**src/rtl/corr_bht.sv**
```systemverilog
// corr_bht: correlating branch history table with gshare/concat indexing, stats and debug readout
module corr_bht #(
    parameter int PC_BITS   = 2,
    parameter int HIST_BITS = 2,
    parameter int CTR_BITS  = 2,
    parameter int GSHARE    = 0,
    localparam int IDX_W    = (GSHARE != 0) ? PC_BITS : PC_BITS + HIST_BITS
) (
    input  logic                 clk,
    input  logic                 reset,
    input  logic                 pred_valid,
    input  logic [PC_BITS-1:0]   pred_pc,
    output logic                 pred_out_valid,
    output logic                 pred_taken,
    output logic [IDX_W-1:0]     pred_idx,
    input  logic                 upd_valid,
    input  logic [IDX_W-1:0]     upd_idx,
    input  logic                 upd_outcome,
    input  logic                 upd_pred,
    output logic [HIST_BITS-1:0] laststates,
    input  logic [IDX_W-1:0]     dbg_idx,
    output logic [CTR_BITS-1:0]  dbg_ctr,
    output logic [15:0]          stat_upd,
    output logic [15:0]          stat_miss
);
    localparam logic [CTR_BITS-1:0] WNT = CTR_BITS'((1 << (CTR_BITS - 1)) - 1);
    logic [CTR_BITS-1:0] ctr_q [2**IDX_W];
    logic [CTR_BITS-1:0] ctr_cur, ctr_nxt;
    logic [IDX_W-1:0]    idx;
    generate
        if (GSHARE != 0) begin : g_xor
            assign idx = pred_pc ^ IDX_W'(laststates);
        end else begin : g_cat
            assign idx = {pred_pc, laststates};
        end
    endgenerate
    always_comb begin
        ctr_cur = ctr_q[upd_idx];
        ctr_nxt = upd_outcome ? ((&ctr_cur) ? ctr_cur : ctr_cur + 1'b1)
                              : ((|ctr_cur) ? ctr_cur - 1'b1 : ctr_cur);
    end
    assign dbg_ctr = ctr_q[dbg_idx];
    always_ff @(posedge clk) begin
        if (!reset) begin
            for (int i = 0; i < 2**IDX_W; i++) ctr_q[i] <= WNT;
            laststates     <= '0;
            pred_out_valid <= 1'b0;
            pred_taken     <= 1'b0;
            pred_idx       <= '0;
            stat_upd       <= '0;
            stat_miss      <= '0;
        end else begin
            pred_out_valid <= pred_valid;
            if (pred_valid) begin
                pred_taken <= ctr_q[idx][CTR_BITS-1];
                pred_idx   <= idx;
            end
            if (upd_valid) begin
                ctr_q[upd_idx] <= ctr_nxt;
                laststates     <= (laststates << 1) | HIST_BITS'(upd_outcome);
                stat_upd       <= (&stat_upd) ? stat_upd : stat_upd + 16'd1;
                if (upd_outcome != upd_pred && !(&stat_miss)) stat_miss <= stat_miss + 16'd1;
            end
        end
    end
endmodule

```
**config.mk**
```make
export PLATFORM = sky130hd
export DESIGN_NAME = corr_bht
export DESIGN_NICKNAME = d
export VERILOG_FILES = /design/src/rtl/corr_bht.sv
export SDC_FILE = /design/constraint.sdc
export NUM_CORES = 1
export LEC_CHECK = 0
export CORE_ASPECT_RATIO = 1.2
export CORE_UTILIZATION = 50
export DETAILED_ROUTE_END_ITERATION = 10
export HOLD_SLACK_MARGIN = 0.06
export PLACE_DENSITY = 0.72
export SETUP_SLACK_MARGIN = 0.3
export SLEW_MARGIN = 0
export SYNTH_ARGS = -nofsm -noshare
export SYNTH_HDL_FRONTEND = slang
export SYNTH_SLANG_ARGS = --single-unit
```
**constraint.sdc**
```tcl
create_clock -name clk -period 5.5 [get_ports clk]
set_clock_uncertainty 0.2 [all_clocks]
set_input_delay 1.65 -clock clk [delete_from_list [all_inputs] [get_ports clk]]
set_output_delay 1.65 -clock clk [all_outputs]
set_load 0.01 [all_outputs]
```
==> results of run 1 <==
-- cell usage after synthesis (5+ instances only) --
cell / instances
nor2_1: 54
nand2_1: 43
dfxtp_1: 40
edfxtp_1: 32
nand3_1: 30
mux4_2: 23
xnor2_1: 16
clkbuf_1: 14
mux2i_1: 9
a21oi_1: 8
nand4_1: 8
a211oi_1: 7
inv_1: 7
nor2b_1: 6
xor2_1: 6
and3_1: 5
and4_1: 5
-- cell type report --
type,instances,area share [%]
multi-input combinational,262,41.40
sequential,72,38.79
timing repair buffer,61,13.31
clock buffer,12,2.975
tap,90,2.479
inverter,7,0.5785
clock inverter,4,0.4683
-- final timing paths --
path	from	end	slack (ps)	cells past startpoint
min	pred_taken	pred_taken	300	2
max reg2reg	ctr_q[7][1]	ctr_q[5][0]	3120	5
max	dbg_idx[0]	dbg_ctr[1]	480	5
min reg2reg	pred_taken	pred_taken	300	2
-- repair_timing --
item | CTS | global route
resized for setup | 9 | 1
endpoints found under the hold margin | 0 | 0
setup endpoints to repair | 2 | 2
-- per-layer routing --
metal,up-vias,global-route usage (%)
met5,-,0
met4,0,12.50
met3,12,4.131
met2,102,36.59
met1,1405,31.17
li1,1424,-
-- cells by family (layout without fill, tap and decap cells) --
kind of cell               after synthesis  after routing  synth area share (%)
buffers and inverters                   26             84                 3.321
DFF                                     72             72                 46.76
muxes                                   32             32                 16.14
xor gates and xnor gates                22             22                 5.114
adders and majority gates                4              4                 1.262
and+or+nand+nor                        173            173                 21.72
AOI/OAI and AO/OA                       31             31                 5.680
-- sequential cells by signal, indices dropped and copies added, names as in the netlist --
name            cells
ctr_q              32
laststates          2
pred_taken          1
stat_miss          16
pred_idx            4
pred_out_valid      1
stat_upd           16
-- worst min-delay path, cell delays in order (launching register included) --
cell	delay, ps
dfxtp_1	330
mux2i_1	60
nor2_1	70
-- stage by stage --
stage / area (sq um) / hold slack (ps) / std cells
after global routing: 4542 / 318.3 / 508
after detailed placement: 4394 / 281.8 / 492
after floorplan: 3767 / 310.7 / 360
after global placement: 4394 / 271.9 / 492
after CTS: 4539 / 298.0 / 508
final: 4542 / 295.3 / 508
-- where the power goes --
| group | internal, mW | switching (mW) | leakage [nW] |
|---|---|---|---|
| logic | 0.0571 | 0.0622 | 0.790 |
| registers | 0.570 | 0.0139 | 0.612 |
| clock network | 0.162 | 0.193 | 0.0844 |
| total | 0.790 | 0.269 | 1.49 |
==> flow_summary.toml, run 1 <==
[outcome]
outcome = "finished clean"

[synth]
synthArstFlopShare_pct = 0
synthesis.nets = 378
synth_area_sq_um = 3767
synth_ff_type = "dfxtp_1"
synth_cell_types = 41
synthesis.area_per_instance_sq_um = 10.46
synth_edf_count = 32
yosys_warnings = 0
synth_seq_cells = 72
synthTopCellsByArea = "edfxtp_1 26%, dfxtp_1 21%, mux4_2 14%"
yosysTopAreaCell = "edfxtp_1"
syn_inst = 360
yosysSeqAreaShare_pct = 46.76
synth_top_area_share_pct = 25.51

[detailed_routing]
drc_errors = 0
finalWirelength_um = 8523
top_layer_used = "met4"
viasPerCell = 5.793
routed-via-count = 2943
wl_met2_um = 4210
dr.first_iter.drc_count = 149
wl_per_cell_um = 16.78
wl_met3_um = 443
met1_length_um = 3682
antenna_left = 0
first_pass_iters = 4

[grt]
grt-ovfl-total = 0
grt_antenna_before_repair = 0
grt_max_degree = 21
grt_pass1_wl_um = 13840
grt_use_total_pct = 23.62
grt_pass1_vias = 2794

[placement]
place_hpwl_um = 6211
gp_congestion = 0.9334
portBuffers = 57
dpl_worst_slack_ps = -126.4

[flow_run]
drv_cap = 0

[setup_path]
crit_chain = "dlygate4sd2_1, buf_12, mux4_2, mux4_2, buf_2"
cp_num_buf_inv = 3
critPathMaxFanout = 8
arrival_ps = 3170
start_kind = "input pin"
cp-end-kind = "output port"
critPathTopFamily = "multiplexers"
crit_type = "input pin to output port"
cpMaxStageDelayCell = "mux4_2"
crit_top_cell = "mux4_2"
worstPathRequired_ps = 3650
cpPeakStageDelay_ps = 510

[power_and_ir_drop]
power.total_mw = 1.059
vdd_drop_max_mv = 0.1374
leakagePower_nw = 1.486
p_per_area_nw_per_um2 = 233.2

[timing]
setup_viol_count_final = 0
final_hold_viol_count = 0
slew_violations = 0
max_slew_margin_pct = 45.94
setup_tns_ps = 0
final.period_utilization_pct = 91.32
layout_setup_ws_ps = 477.4
clock.fmax_ghz = 0.1991
tightest_slew_ps = 804.8
min_period_ps = 5023
rsz0062_at_grt = "false"

[clock_network]
clock_latency_ps = 350
hold_buffers = 0
cts_buffers = 9
cts_max_level = 3
root_buffer = "clkbuf_8"
clkSinkCount = 72
clock_path_buffers = 2
clkTransAtPathRegs_ps = 70
post_cts_buffers = 0
cts_tree = "yes"

[cells_and_area]
ff_latch_area_sq_um = 1762
area_growth_pct = 20.56
fillers = 597
post-route-util_pct = 62.44
multi_input_area_sq_um = 1881
final_cell_mix = "54 x nor2_1, 53 x clkdlybuf4s50_1, 43 x nand2_1"
final_common_cell = "nor2_1"
n_antenna_cell = 0
nNetsFinal = 431
layout-drive-gt1-share_pct = 11.00

[floorplan]
initial_core_util_pct = 51.79
row_count = 34
die_area_sq_um = 7887
fp.dieW_um = 81.24
core_area_sq_um = 7274
io_pins = 58
die_h_um = 97.09

[min_path]
hp-class = "flip-flop to flip-flop"
(Power assumes the default switching activity.)
==> run 2: changes to the inputs <==
==> constraint.sdc (replaced) <==
create_clock -name clk -period 4.9 [get_ports clk]
set_clock_uncertainty 0.2 [all_clocks]
set_input_delay 1.47 -clock clk [delete_from_list [all_inputs] [get_ports clk]]
set_output_delay 1.47 -clock clk [all_outputs]
set_load 0.01 [all_outputs]
==> run 2 against run 1 <==
Die area stayed put. Wire length is 0.26% lower. Clock-buffer cell count stayed put. Sequential share of layout area is 0.58 points lower. Setup slack worse by 110 ps. Final area is 1.5% higher. Global-route usage hardly changed. Largest cell class unchanged. Largest power group unchanged.
==> flow_summary.toml, run 2 (synthesized netlist as in run 1, its figures left out) <==
[detailed_routing]
routed-via-count = 2956
wl_per_cell_um = 16.60
dr.first_iter.drc_count = 143
first_pass_iters = 4
drc_errors = 0
viasPerCell = 5.773
antenna_left = 0
finalWirelength_um = 8501

[setup_path]
cpPeakStageDelay_ps = 520
rr_startpoint = "ctr_q[2][1]"
arrival_ps = 2870
cpMaxStageDelayCell = "mux4_2"
start_kind = "input pin"
critPathMaxFanout = 8
crit_type = "input pin to output port"
worstReg2RegEnd = "ctr_q[4][0]"
cp-startpoint = "dbg_idx[0]"
ff2ff_path_depth = 5
cp_num_buf_inv = 3
cp-end-kind = "output port"
r2r_slack_ps = 2500
critPathTopFamily = "multiplexers"
crit_chain = "buf_2, buf_12, mux4_2, mux4_2, buf_6"
worstPathRequired_ps = 3230
crit_top_cell = "mux4_2"

[floorplan]
initial_core_util_pct = 51.79
die_h_um = 97.09
die_area_sq_um = 7887
row_count = 34
core_area_sq_um = 7274
fp.dieW_um = 81.24
io_pins = 58

[cells_and_area]
area_growth_pct = 22.38
final_cell_mix = "54 x nor2_1, 53 x clkdlybuf4s50_1, 43 x nand2_1"
layout-drive-gt1-share_pct = 12.80
multi_input_area_sq_um = 1881
fillers = 607
largest_reg_flops = 32
post-route-util_pct = 63.38
final_cells = 512
design_area_sq_um = 4611
top_regs = "ctr_q: 32 flops, stat_miss: 16 flops, stat_upd: 16 flops"
nNetsFinal = 436
final_common_cell = "nor2_1"
regMostFlops = "ctr_q"
ff_latch_area_sq_um = 1762
n_antenna_cell = 0

[timing]
slew_violations = 0
max_slew_margin_pct = 52.83
final_hold_viol_count = 0
whs_ps = 302.9
setup_tns_ps = 0
min_period_ps = 4536
layout_setup_ws_ps = 364.4
tightest_slew_ps = 702.2
setup_viol_count_final = 0
rsz0062_at_grt = "false"
clock.fmax_ghz = 0.2205
final.period_utilization_pct = 92.56

[power_and_ir_drop]
vdd_drop_max_mv = 0.1684
power.switching_uw = 300.9
p_per_area_nw_per_um2 = 268.3
clockPowerShare_pct = 35.8
p_seq_share_pct = 52.9
combPwrFrac_pct = 11.3
swShare_pct = 24.33
power.total_mw = 1.237
leakagePower_nw = 1.522
p_int_uw = 936.0

[clock_network]
hold_buffers = 0
post_cts_buffers = 0
cts_max_level = 3
cts_tree = "yes"
root_buffer = "clkbuf_8"
clock_latency_ps = 340
clkTransAtPathRegs_ps = 70
cts_buffers = 9
clock_path_buffers = 2
clkSinkCount = 72

[placement]
gp_congestion = 0.8749
dpl.cell_count = 497
dpl_worst_slack_ps = -403.7
place_hpwl_um = 6346
place_area_sq_um = 4432
portBuffers = 57

[min_path]
hold_start = "pred_idx[2]"
hold_path_depth = 2
hp-class = "flip-flop to flip-flop"
whs_endpoint = "pred_idx[2]"

[grt]
grt_antenna_before_repair = 0
grt_pass1_wl_um = 13960
grt_max_degree = 22
grt_pass1_vias = 2847
grt_use_total_pct = 23.66
grt-ovfl-total = 0

[outcome]
outcome = "finished clean"

[flow_run]
drv_cap = 0
[run 2: changes by cell type in the layout (fill, tap and decap cells not counted), sizes merged]
cell,before,now
inv,8,7
dlymetal6s2s,1,0
buf,6,12
[run 2: tightest hold or removal path: cells and delay by family, from the launching register on]
kind,cells,cell delay (ps)
and+or+nand+nor,1,70
DFF,1,330
muxes,1,70
[run 2: power by group through the flow]
stage / clock network (mW) / logic [mW] / registers [mW]
after detailed placement: 0 / 0.140 / 0.669
final: 0.443 / 0.139 / 0.655
after global placement: 0 / 0.137 / 0.668
after floorplan: 0 / 0.0877 / 0.665
after CTS: 0.453 / 0.140 / 0.655
after global routing: 0.477 / 0.150 / 0.657
[run 2: repair_timing]
action | in CTS | in global routing
endpoints found under the hold margin | 0 | 0
endpoints found under the setup margin | 2 | 0
gates resized for setup | 15 | 0
[run 2: final cells by class]
cell class	count	area share (%)
Clock buffer	12	3.691
Multi-Input combinational cell	262	40.79
Sequential cell	72	38.21
Clock inverter	3	0.3256
Timing Repair Buffer	66	13.98
Inverter	7	0.5699
Tap cell	90	2.442
[run 2: worst max path at each step]
stage	endpoint	slack, ps	cells past startpoint
global placement	dbg_ctr[0]	-380	5
CTS	dbg_ctr[0]	360	5
global route	dbg_ctr[1]	330	5
finish	dbg_ctr[0]	360	5
floorplan	dbg_ctr[1]	490	3
detailed placement	dbg_ctr[0]	-400	5
[run 2: layer usage]
layer	track usage, %	up-vias	share of wire, %
met5	0	-	0
met3	4.789	21	5.0
li1	-	1435	-
met1	30.16	1395	42
met2	38.07	105	50
met4	10.85	0	2.8
==> run 3: changes to the inputs <==
--- a/config.mk
+++ b/config.mk
@@ -6,10 +6,10 @@
 export NUM_CORES = 1
 export LEC_CHECK = 0
 export CORE_ASPECT_RATIO = 1.2
-export CORE_UTILIZATION = 50
+export CORE_UTILIZATION = 25
 export DETAILED_ROUTE_END_ITERATION = 10
 export HOLD_SLACK_MARGIN = 0.06
-export PLACE_DENSITY = 0.72
+export PLACE_DENSITY = 0.4
 export SETUP_SLACK_MARGIN = 0.3
 export SLEW_MARGIN = 0
 export SYNTH_ARGS = -nofsm -noshare
==> run 3 against run 2 <==
Fmax is 0.39% higher. Wire length grew 18%. Hold slack worse by 5.4 ps. Largest cell class unchanged. Global-route usage fell by 9.5 points.
==> flow_summary.toml, run 3 (synthesized netlist as in run 1, its figures left out) <==
[timing]
slew_violations = 0
whs_ps = 297.6
tightest_slew_ps = 741.8
clock.fmax_ghz = 0.2213
rsz0062_at_grt = "false"
max_slew_margin_pct = 50.49
layout_setup_ws_ps = 382.2
final_hold_viol_count = 0
min_period_ps = 4518
final.period_utilization_pct = 92.20
setup_viol_count_final = 0

[detailed_routing]
finalWirelength_um = 10060
wl_per_cell_um = 16.15
first_pass_iters = 4
dr.first_iter.drc_count = 124
viasPerCell = 4.745
wl_met3_um = 465
met1_length_um = 4484
routed-via-count = 2956
drc_errors = 0
top_layer_used = "met4"
wl_met2_um = 4873
antenna_left = 0

[grt]
grt_pass1_wl_um = 16220
grt-ovfl-total = 0
grt_use_total_pct = 14.13
grt_max_degree = 24
grt_antenna_before_repair = 0
grt_pass1_vias = 2991

[clock_network]
cts_buffers = 9
clkTransAtPathRegs_ps = 50
clkSinkCount = 72
clock_latency_ps = 340
cts_tree = "yes"
hold_buffers = 0
root_buffer = "clkbuf_16"
cts_max_level = 3
clock_path_buffers = 2

[cells_and_area]
post-route-util_pct = 33.56
top_regs = "ctr_q: 32 flops, stat_miss: 16 flops, stat_upd: 16 flops"
fillers = 1537
area_growth_pct = 29.46
ff_latch_area_sq_um = 1762
design_area_sq_um = 4877
multi_input_area_sq_um = 1881
largest_reg_flops = 32
layout-drive-gt1-share_pct = 12.77
n_antenna_cell = 0
final_cell_mix = "54 x nor2_1, 53 x clkdlybuf4s50_1, 43 x nand2_1"
nNetsFinal = 436
regMostFlops = "ctr_q"
final_common_cell = "nor2_1"

[setup_path]
crit_type = "input pin to output port"
cp-end-kind = "output port"
critPathMaxFanout = 8
worstPathRequired_ps = 3230
arrival_ps = 2850
start_kind = "input pin"
r2r_slack_ps = 2520

[floorplan]
io_pins = 58
row_count = 48
die_h_um = 136.5
fp.dieW_um = 114.1
initial_core_util_pct = 25.92
core_area_sq_um = 14530
die_area_sq_um = 15570

[power_and_ir_drop]
power.total_mw = 1.480
p_per_area_nw_per_um2 = 303.5
vdd_drop_max_mv = 0.1126
leakagePower_nw = 1.579

[placement]
dpl_worst_slack_ps = -384.2
place_area_sq_um = 4569
portBuffers = 57
gp_congestion = 0.7795
place_hpwl_um = 7539

[min_path]
hp-class = "flip-flop to flip-flop"

[flow_run]
drv_cap = 0

[outcome]
outcome = "finished clean"
[run 3: worst paths after layout]
kind | startpoint | end | depth (start not counted)
worst min-delay path | pred_idx[1] | pred_idx[1] | 2
worst max-delay path | dbg_idx[0] | dbg_ctr[1] | 5
worst max register to register | ctr_q[3][1] | ctr_q[13][0] | 5
worst min register to register | pred_idx[1] | pred_idx[1] | 2
[run 3: area by class of cell]
| type | instances | share of cell area, % |
|---|---|---|
| clock buffers | 15 | 6.337 |
| clock inverters | 1 | 0.1026 |
| inverters | 7 | 0.5387 |
| multi-input cells | 262 | 38.56 |
| flip-flops and latches | 72 | 36.12 |
| well taps | 200 | 5.131 |
| repair buffers | 66 | 13.21 |
[run 3: worst max-delay path: stages]
cell,delay (ps)
buf_2,100
buf_12,130
mux4_2,490
mux4_2,500
buf_2,160
[run 3: report_power, final]
| group | switching [mW] | total, mW | leakage (nW) | internal [mW] |
|---|---|---|---|---|
| clock | 0.254 | 0.683 | 0.157 | 0.429 |
| sequential | 0.0169 | 0.658 | 0.612 | 0.641 |
| combinational | 0.0733 | 0.140 | 0.810 | 0.0666 |
[run 3: timing repair]
item / in CTS / in global routing
endpoints found under the hold margin: 0 / 0
setup endpoints to repair: 2 / 0
buffers inserted: 0 / 0
gates resized for setup: 15 / 0
[run 3: per-stage QoR]
| stage | setup TNS (ps) | cells |
|---|---|---|
| after detailed placement | -759.1 | 607 |
| after CTS | 0 | 623 |
| final | 0 | 623 |
| after floorplan | 0 | 360 |
| after global routing | 0 | 623 |
| after global placement | -735.1 | 607 |
[run 3: metal layers]
layer  track usage, %  vias to the layer above
li1                 -                     1431
met1            17.29                     1430
met2            23.57                       77
met3            2.898                       18
met4            6.999                        0
met5                0                        -
